**src/rtl/chunked_addsub.sv**
```systemverilog
// Multi-cycle WIDTH-bit add/subtract, CHUNK bits per clock, start/busy/done.
// Define CHUNKED_ADDSUB_OVF_EN to add the registered signed-overflow port ovf.
module chunked_addsub #(
  parameter int WIDTH = 8,
  parameter int CHUNK = 2
) (
  input  logic             clk,
  input  logic             reset,
  input  logic             start,
  input  logic             sub,
  input  logic [WIDTH-1:0] a,
  input  logic [WIDTH-1:0] b,
  output logic             busy,
  output logic             done,
  output logic [WIDTH-1:0] s,
  output logic             cout
`ifdef CHUNKED_ADDSUB_OVF_EN
  ,
  output logic             ovf
`endif
);

  localparam int N  = WIDTH / CHUNK;
  localparam int KW = (N > 1) ? $clog2(N) : 1;

  typedef enum logic [1:0] {
    IDLE,
    RUN,
    DONE
  } state_t;

  state_t           state_q, state_d;
  logic [KW-1:0]    k_q, k_d;
  logic             carry_q, carry_d;
  logic [WIDTH-1:0] a_q, a_d;
  logic [WIDTH-1:0] b_q, b_d;
  logic [WIDTH-1:0] s_q, s_d;
  logic             cout_q, cout_d;
  logic             ovf_q, ovf_d;

  logic [CHUNK-1:0]       a_c, b_c, r;
  logic                   c;
  logic                   msb_cin;
  logic                   take;
  logic [WIDTH+CHUNK-1:0] s_sh;

  // Operands shift right each RUN cycle; chunk 0 is always the live one.
  always_comb begin
    a_c     = a_q[CHUNK-1:0];
    b_c     = b_q[CHUNK-1:0];
    {c, r}  = {1'b0, a_c} + {1'b0, b_c}
            + {{CHUNK{1'b0}}, carry_q};
    msb_cin = a_c[CHUNK-1] ^ b_c[CHUNK-1]
            ^ r[CHUNK-1];
    s_sh    = {r, s_q};
    take    = start && (state_q != RUN);
  end

  always_comb begin
    state_d = state_q;
    k_d     = k_q;
    carry_d = carry_q;
    a_d     = a_q;
    b_d     = b_q;
    s_d     = s_q;
    cout_d  = cout_q;
    ovf_d   = ovf_q;
    unique case (state_q)
      RUN: begin
        s_d     = s_sh[WIDTH+CHUNK-1:CHUNK];
        a_d     = a_q >> CHUNK;
        b_d     = b_q >> CHUNK;
        carry_d = c;
        if (k_q == KW'(N - 1)) begin
          cout_d  = c;
          ovf_d   = msb_cin ^ c;
          state_d = DONE;
        end else begin
          k_d = k_q + 1'b1;
        end
      end
      DONE:    state_d = IDLE;
      default: state_d = IDLE;
    endcase
    if (take) begin
      a_d     = a;
      b_d     = sub ? ~b : b;
      carry_d = sub;
      k_d     = '0;
      state_d = RUN;
    end
  end

  always_ff @(posedge clk) begin
    if (reset) begin
      state_q <= IDLE;
      k_q     <= '0;
      carry_q <= 1'b0;
      a_q     <= '0;
      b_q     <= '0;
      s_q     <= '0;
      cout_q  <= 1'b0;
      ovf_q   <= 1'b0;
    end else begin
      state_q <= state_d;
      k_q     <= k_d;
      carry_q <= carry_d;
      a_q     <= a_d;
      b_q     <= b_d;
      s_q     <= s_d;
      cout_q  <= cout_d;
      ovf_q   <= ovf_d;
    end
  end

  assign busy = (state_q == RUN);
  assign done = (state_q == DONE);
  assign s    = s_q;
  assign cout = cout_q;
`ifdef CHUNKED_ADDSUB_OVF_EN
  assign ovf  = ovf_q;
`else
  logic unused_ovf;
  assign unused_ovf = ovf_q;
`endif

endmodule
```
**config.mk**
```make
export PLATFORM = sky130hd
export DESIGN_NAME = chunked_addsub
export DESIGN_NICKNAME = d
export VERILOG_FILES = /design/src/rtl/chunked_addsub.sv
export SDC_FILE = /design/constraint.sdc
export NUM_CORES = 1
export LEC_CHECK = 0
export ABC_AREA = 1
export ABC_CLOCK_PERIOD_IN_PS = 4450
export BUFFER_PORTS_ARGS = -buffer_cell sky130_fd_sc_hd__buf_2
export CAP_MARGIN = 5
export CORE_MARGIN = 1
export CORE_UTILIZATION = 45
export CTS_BUF_LIST = sky130_fd_sc_hd__clkbuf_16
export DETAILED_ROUTE_END_ITERATION = 12
export PLACE_DENSITY_LB_ADDON = 0.12
export SETUP_SLACK_MARGIN = 0.4
export SYNTH_ARGS = -nofsm -noshare
export SYNTH_HDL_FRONTEND = slang
export SYNTH_SLANG_ARGS = --single-unit
```
**constraint.sdc**
```tcl
create_clock -name clk -period 4.45 [get_ports clk]
set_clock_uncertainty 0.05 [all_clocks]
set_input_delay 0.445 -clock clk [delete_from_list [all_inputs] [get_ports clk]]
set_output_delay 0.445 -clock clk [all_outputs]
set_load 0.02 [all_outputs]
```
Word-level counts from Yosys, hierarchy flattened
Cells that the tools add are included.
{"block": "word_totals", "ff_bits": 30, "inputBits": 20, "out_inout_bits": 11, "word_cells": 35}
{"block": "op_classes", "addsub": 3, "eq_ne": 5, "n_mux": 10, "n_bitwise": 3, "reduce_logical": 6}
{"operator": "8-bit two-way mux", "count": 5}
{"operator": "8-bit NOT", "count": 1}
{"operator": "1-bit two-way mux", "count": 5}
{"operator": "2-bit == test (second input constant)", "count": 2}
{"operator": "2-bit AND reduction", "count": 2}
{"operator": "2-bit by 2-bit adder with 3-bit output", "count": 1}
{"operator": "3-bit by 1-bit adder with 3-bit output", "count": 1}
{"operator": "3-bit by 1-bit != test with 1-bit output (second input constant)", "count": 1}
{"operator": "3-bit OR reduction", "count": 1}
{"operator": "2-bit by 1-bit adder with 2-bit output (second input constant)", "count": 1}
{"operator": "2-bit by 1-bit == test with 1-bit output (second input constant)", "count": 1}
{"operator": "2-bit by 1-bit != test with 1-bit output (second input constant)", "count": 1}
{"operator": "1-bit NOT", "count": 2}
{"operator": "2-bit nonzero test", "count": 1}
{"operator": "2-bit OR reduction", "count": 1}
{"operator": "1-bit logical AND", "count": 1}

Longest topological paths before layout
{"block": "logic_depth", "word_depth": 4, "mapped_depth": 8, "depth_no_buf": 8}

Worst setup path after synthesis
Ideal clock, no wire load.
{"block": "synth_path", "path_kind": "register to register", "from": "reg carry_q", "to": "reg carry_q", "setup_time_ps": 56, "arrival_ps": 1399, "required_ps": 4344, "path_slack_ps": 2945, "stages_incl_launch_ff": 9, "n_path_buf": 0, "synth_period_minus_slack_ps": 1505, "cell_sequence": "dfxtp_1 inv_1 fa_1 fa_1 inv_1 nand2_1 nand3_1 nand2_1 inv_1"}
{"block": "synth_between", "elab_chain_cells": 3}
{"element": "start, declared", "line": "34", "text": "logic carry_q, carry_d;"}
{"element": "start signal, assigned", "line": "107", "text": "carry_q <= carry_d;"}
{"element": "3-bit by 1-bit adder with 3-bit output", "line": "52", "text": "+ {{CHUNK{1'b0}}, carry_q};"}
{"element": "1-bit two-way mux", "line": "68", "text": "unique case (state_q)"}
{"element": "1-bit two-way mux", "line": "85", "text": "if (take) begin"}
No other way between the ends. The select of a mux whose other input is x is not followed.
A chain may end at the register's enable or synchronous reset.

Worst setup path after layout
{"block": "layout_path", "from": "reg state_q[0]", "to": "out busy"}
{"block": "layout_between", "elab_chain_cells": 1}
{"element": "start, declared", "line": "32", "text": "state_t state_q, state_d;"}
{"element": "start signal, assigned", "line": "105", "text": "state_q <= state_d;"}
{"element": "2-bit by 1-bit == test with 1-bit output", "line": "116", "text": "assign busy = (state_q == RUN);"}
{"element": "end, declared", "line": "13", "text": "output logic busy,"}
No other way between the ends.

==> metrics.csv <==
metric,value,unit
start_util,46.9,%
synth-warning-count,0,
syn_nets,221,
combPwrFrac,13.6,%
pin_count,31,
rsz0062_at_grt,false,
min_from,a[6],
rr_worst_depth,5,
grt_overflow,0,
placed_cells,262,
final_common_cell,nand2_1,
status,"finished, final reports clean",
root_buffer,clkbuf_16,
hold_end,a_q[6],
r2r_start,state_q[0],
relSlewSlack,29.4,%
first_iter_violations,46,
yosysTopAreaCell,dfxtp_1,
cts_sinks,30,
fillers,310,
period_minus_slack,2290,ps
layout_common_cells,"nand2_1, nor2_1, dfxtp_1, buf_2, nand3_1",
vdd_ir_drop_max,249,uV
ys_seq_area_share,42.3,%
avgSynthCellArea,7.17,um2
clk_pin_slew,50,ps
cp_data_required_time,3950,ps
first_pass_iters,4,
htree_num_levels,2,
insertedDiodeCount,0,
die_area,0.00338,mm2
report.final.slew_viol_count,0,
fp.dieH,58.2,um
die_x,58.2,um
grt_usage,17.3,%
synth_area_leaders,"dfxtp_1, nand2_1, nand3_1",
whs,375,ps
grt_pass1_wl,4.37,mm
routed_wl,2.66,mm
drcViolationCount,0,
p_sw,0.174,mW
leakage,0.826,nW
wl_per_cell,9.94,um
io_buffers,30,
path_max_fanout,29,
antenna_found_initial,0,
grt_max_degree,30,
area.sequential,601,um2
core_area,0.00303,mm2
yosysTopAreaCellShare,42.3,%
post_cts_resized,0,
setup_viol,0,
vias_per_cell,4.72,
cts_setup_buffers,0,
multi_input_area,671,um2
seqPwrFrac,42.9,%
insertion_delay,270,ps
final_antenna_net_count,0,
vias,1264,
routabilityCongestion,0.732,
worstSetupPathType,reg2out,
cts-buffers-inserted,5,
p_sw_share,25.1,%
grt_pass1_vias,1070,
maxCapViolCount,0,
reg2reg_slack,2620,ps
final_core_util,55.6,%
cp-end-kind,output port,
cp.arrival,1800,ps
r2r_end,k_q[0],
netlist_instances,198,
synth.cell_area,0.00142,mm2
powerDensity,412,mW/mm2
nets,248,
max_freq,436,MHz
hold_depth,3,
hold_class,in2reg,
core.rowCount,20,
synth_cell_type_count,20,
drive_above_1_share,18.3,%
tightest_slew,1060,ps
cp-start-kind,flop,
place_hpwl,1.83,mm
clkPwrFrac,43.5,%
tritoncts,done,
hold_viol,0,
clock_path_buffers,2,
p_int,0.520,mW
cts_hold_buffers,0,
ys_seq_elements,30,
syn_to_final_growth,18.7,%
tns,0,ps
fin_crit_sh,51.5,%
final_cells,268,
-- per-layer routing --
| metal | global-route usage, % | up-vias | share of wire, % |
|---|---|---|---|
| li1 | - | 664 | - |
| met1 | 20.4 | 566 | 49 |
| met2 | 28.6 | 26 | 45 |
| met3 | 6.03 | 8 | 4.4 |
| met4 | 7.14 | 0 | 1.6 |
| met5 | 0 | - | 0 |
-- power by group through the flow --
stage               Sequential, mW  Clock [mW]  Combinational [mW]
global route                 0.299       0.319               0.109
finish                       0.298       0.302              0.0946
floorplan                    0.309           0              0.0668
global placement             0.302           0              0.0935
detailed placement           0.303           0              0.0957
CTS                          0.298       0.309              0.0959
-- logic make-up after synthesis --
group	after synthesis	synth area share [%]
AOI/OAI and AO/OA	17	6.26
xor gates and xnor gates	7	4.32
DFF	30	42.3
adders and majority gates	3	3.70
buffers and inverters	31	10.4
and+or+nand+nor	110	33.0
-- synth_stat cells --
master    instances
nor2_2            2
nand3_1          28
o21ai_0           8
ha_1              1
nand3_2           1
a21oi_2           1
inv_1            21
clkbuf_1          1
a21oi_1           8
nor2_1           32
xnor2_1           5
dfxtp_1          30
buf_4             3
buf_6             2
buf_2             4
fa_1              2
nand3b_1          1
nand2_2           2
xor2_1            2
nand2_1          44
-- metrics by stage --
step / area, um2 / power [mW] / setup WS [ps]
3_5_place_dp: 1560 / 0.398 / 2420
5_1_grt: 1680 / 0.728 / 2010
6_report: 1680 / 0.694 / 2160
3_3_place_gp: 1560 / 0.395 / 2460
4_1_cts: 1680 / 0.702 / 2130
2_1_floorplan: 1420 / 0.376 / 2940
-- flip-flops by register name, summed over array words and instances, names as in the netlist --
name,count
a_q,8
b_q,8
s,8
k_q,2
state_q,2
carry_q,1
cout,1
-- worst max-delay path, cell delays in order, from the launching register on --
cell     delay, ps
dfxtp_1        350
inv_1           60
nor2_2         790
buf_2          320
-- worst max path at each step --
stage / startpoint / end / cells after the start
CTS: state_q[0] / busy / 3
detailed placement: state_q[0] / busy / 3
finish: state_q[0] / busy / 3
global placement: state_q[0] / busy / 3
global route: state_q[0] / busy / 3
floorplan: carry_q / carry_q / 8
-- final cells by class --
cell class,count,area share [%]
Clock inverter,1,0.223
Tap cell,44,3.27
Sequential cell,30,35.7
Inverter,21,4.68
Clock buffer,5,7.43
Multi-Input combinational cell,137,39.8
Timing Repair Buffer,30,8.92
No activity file was read; power rests on OpenSTA's default activity.
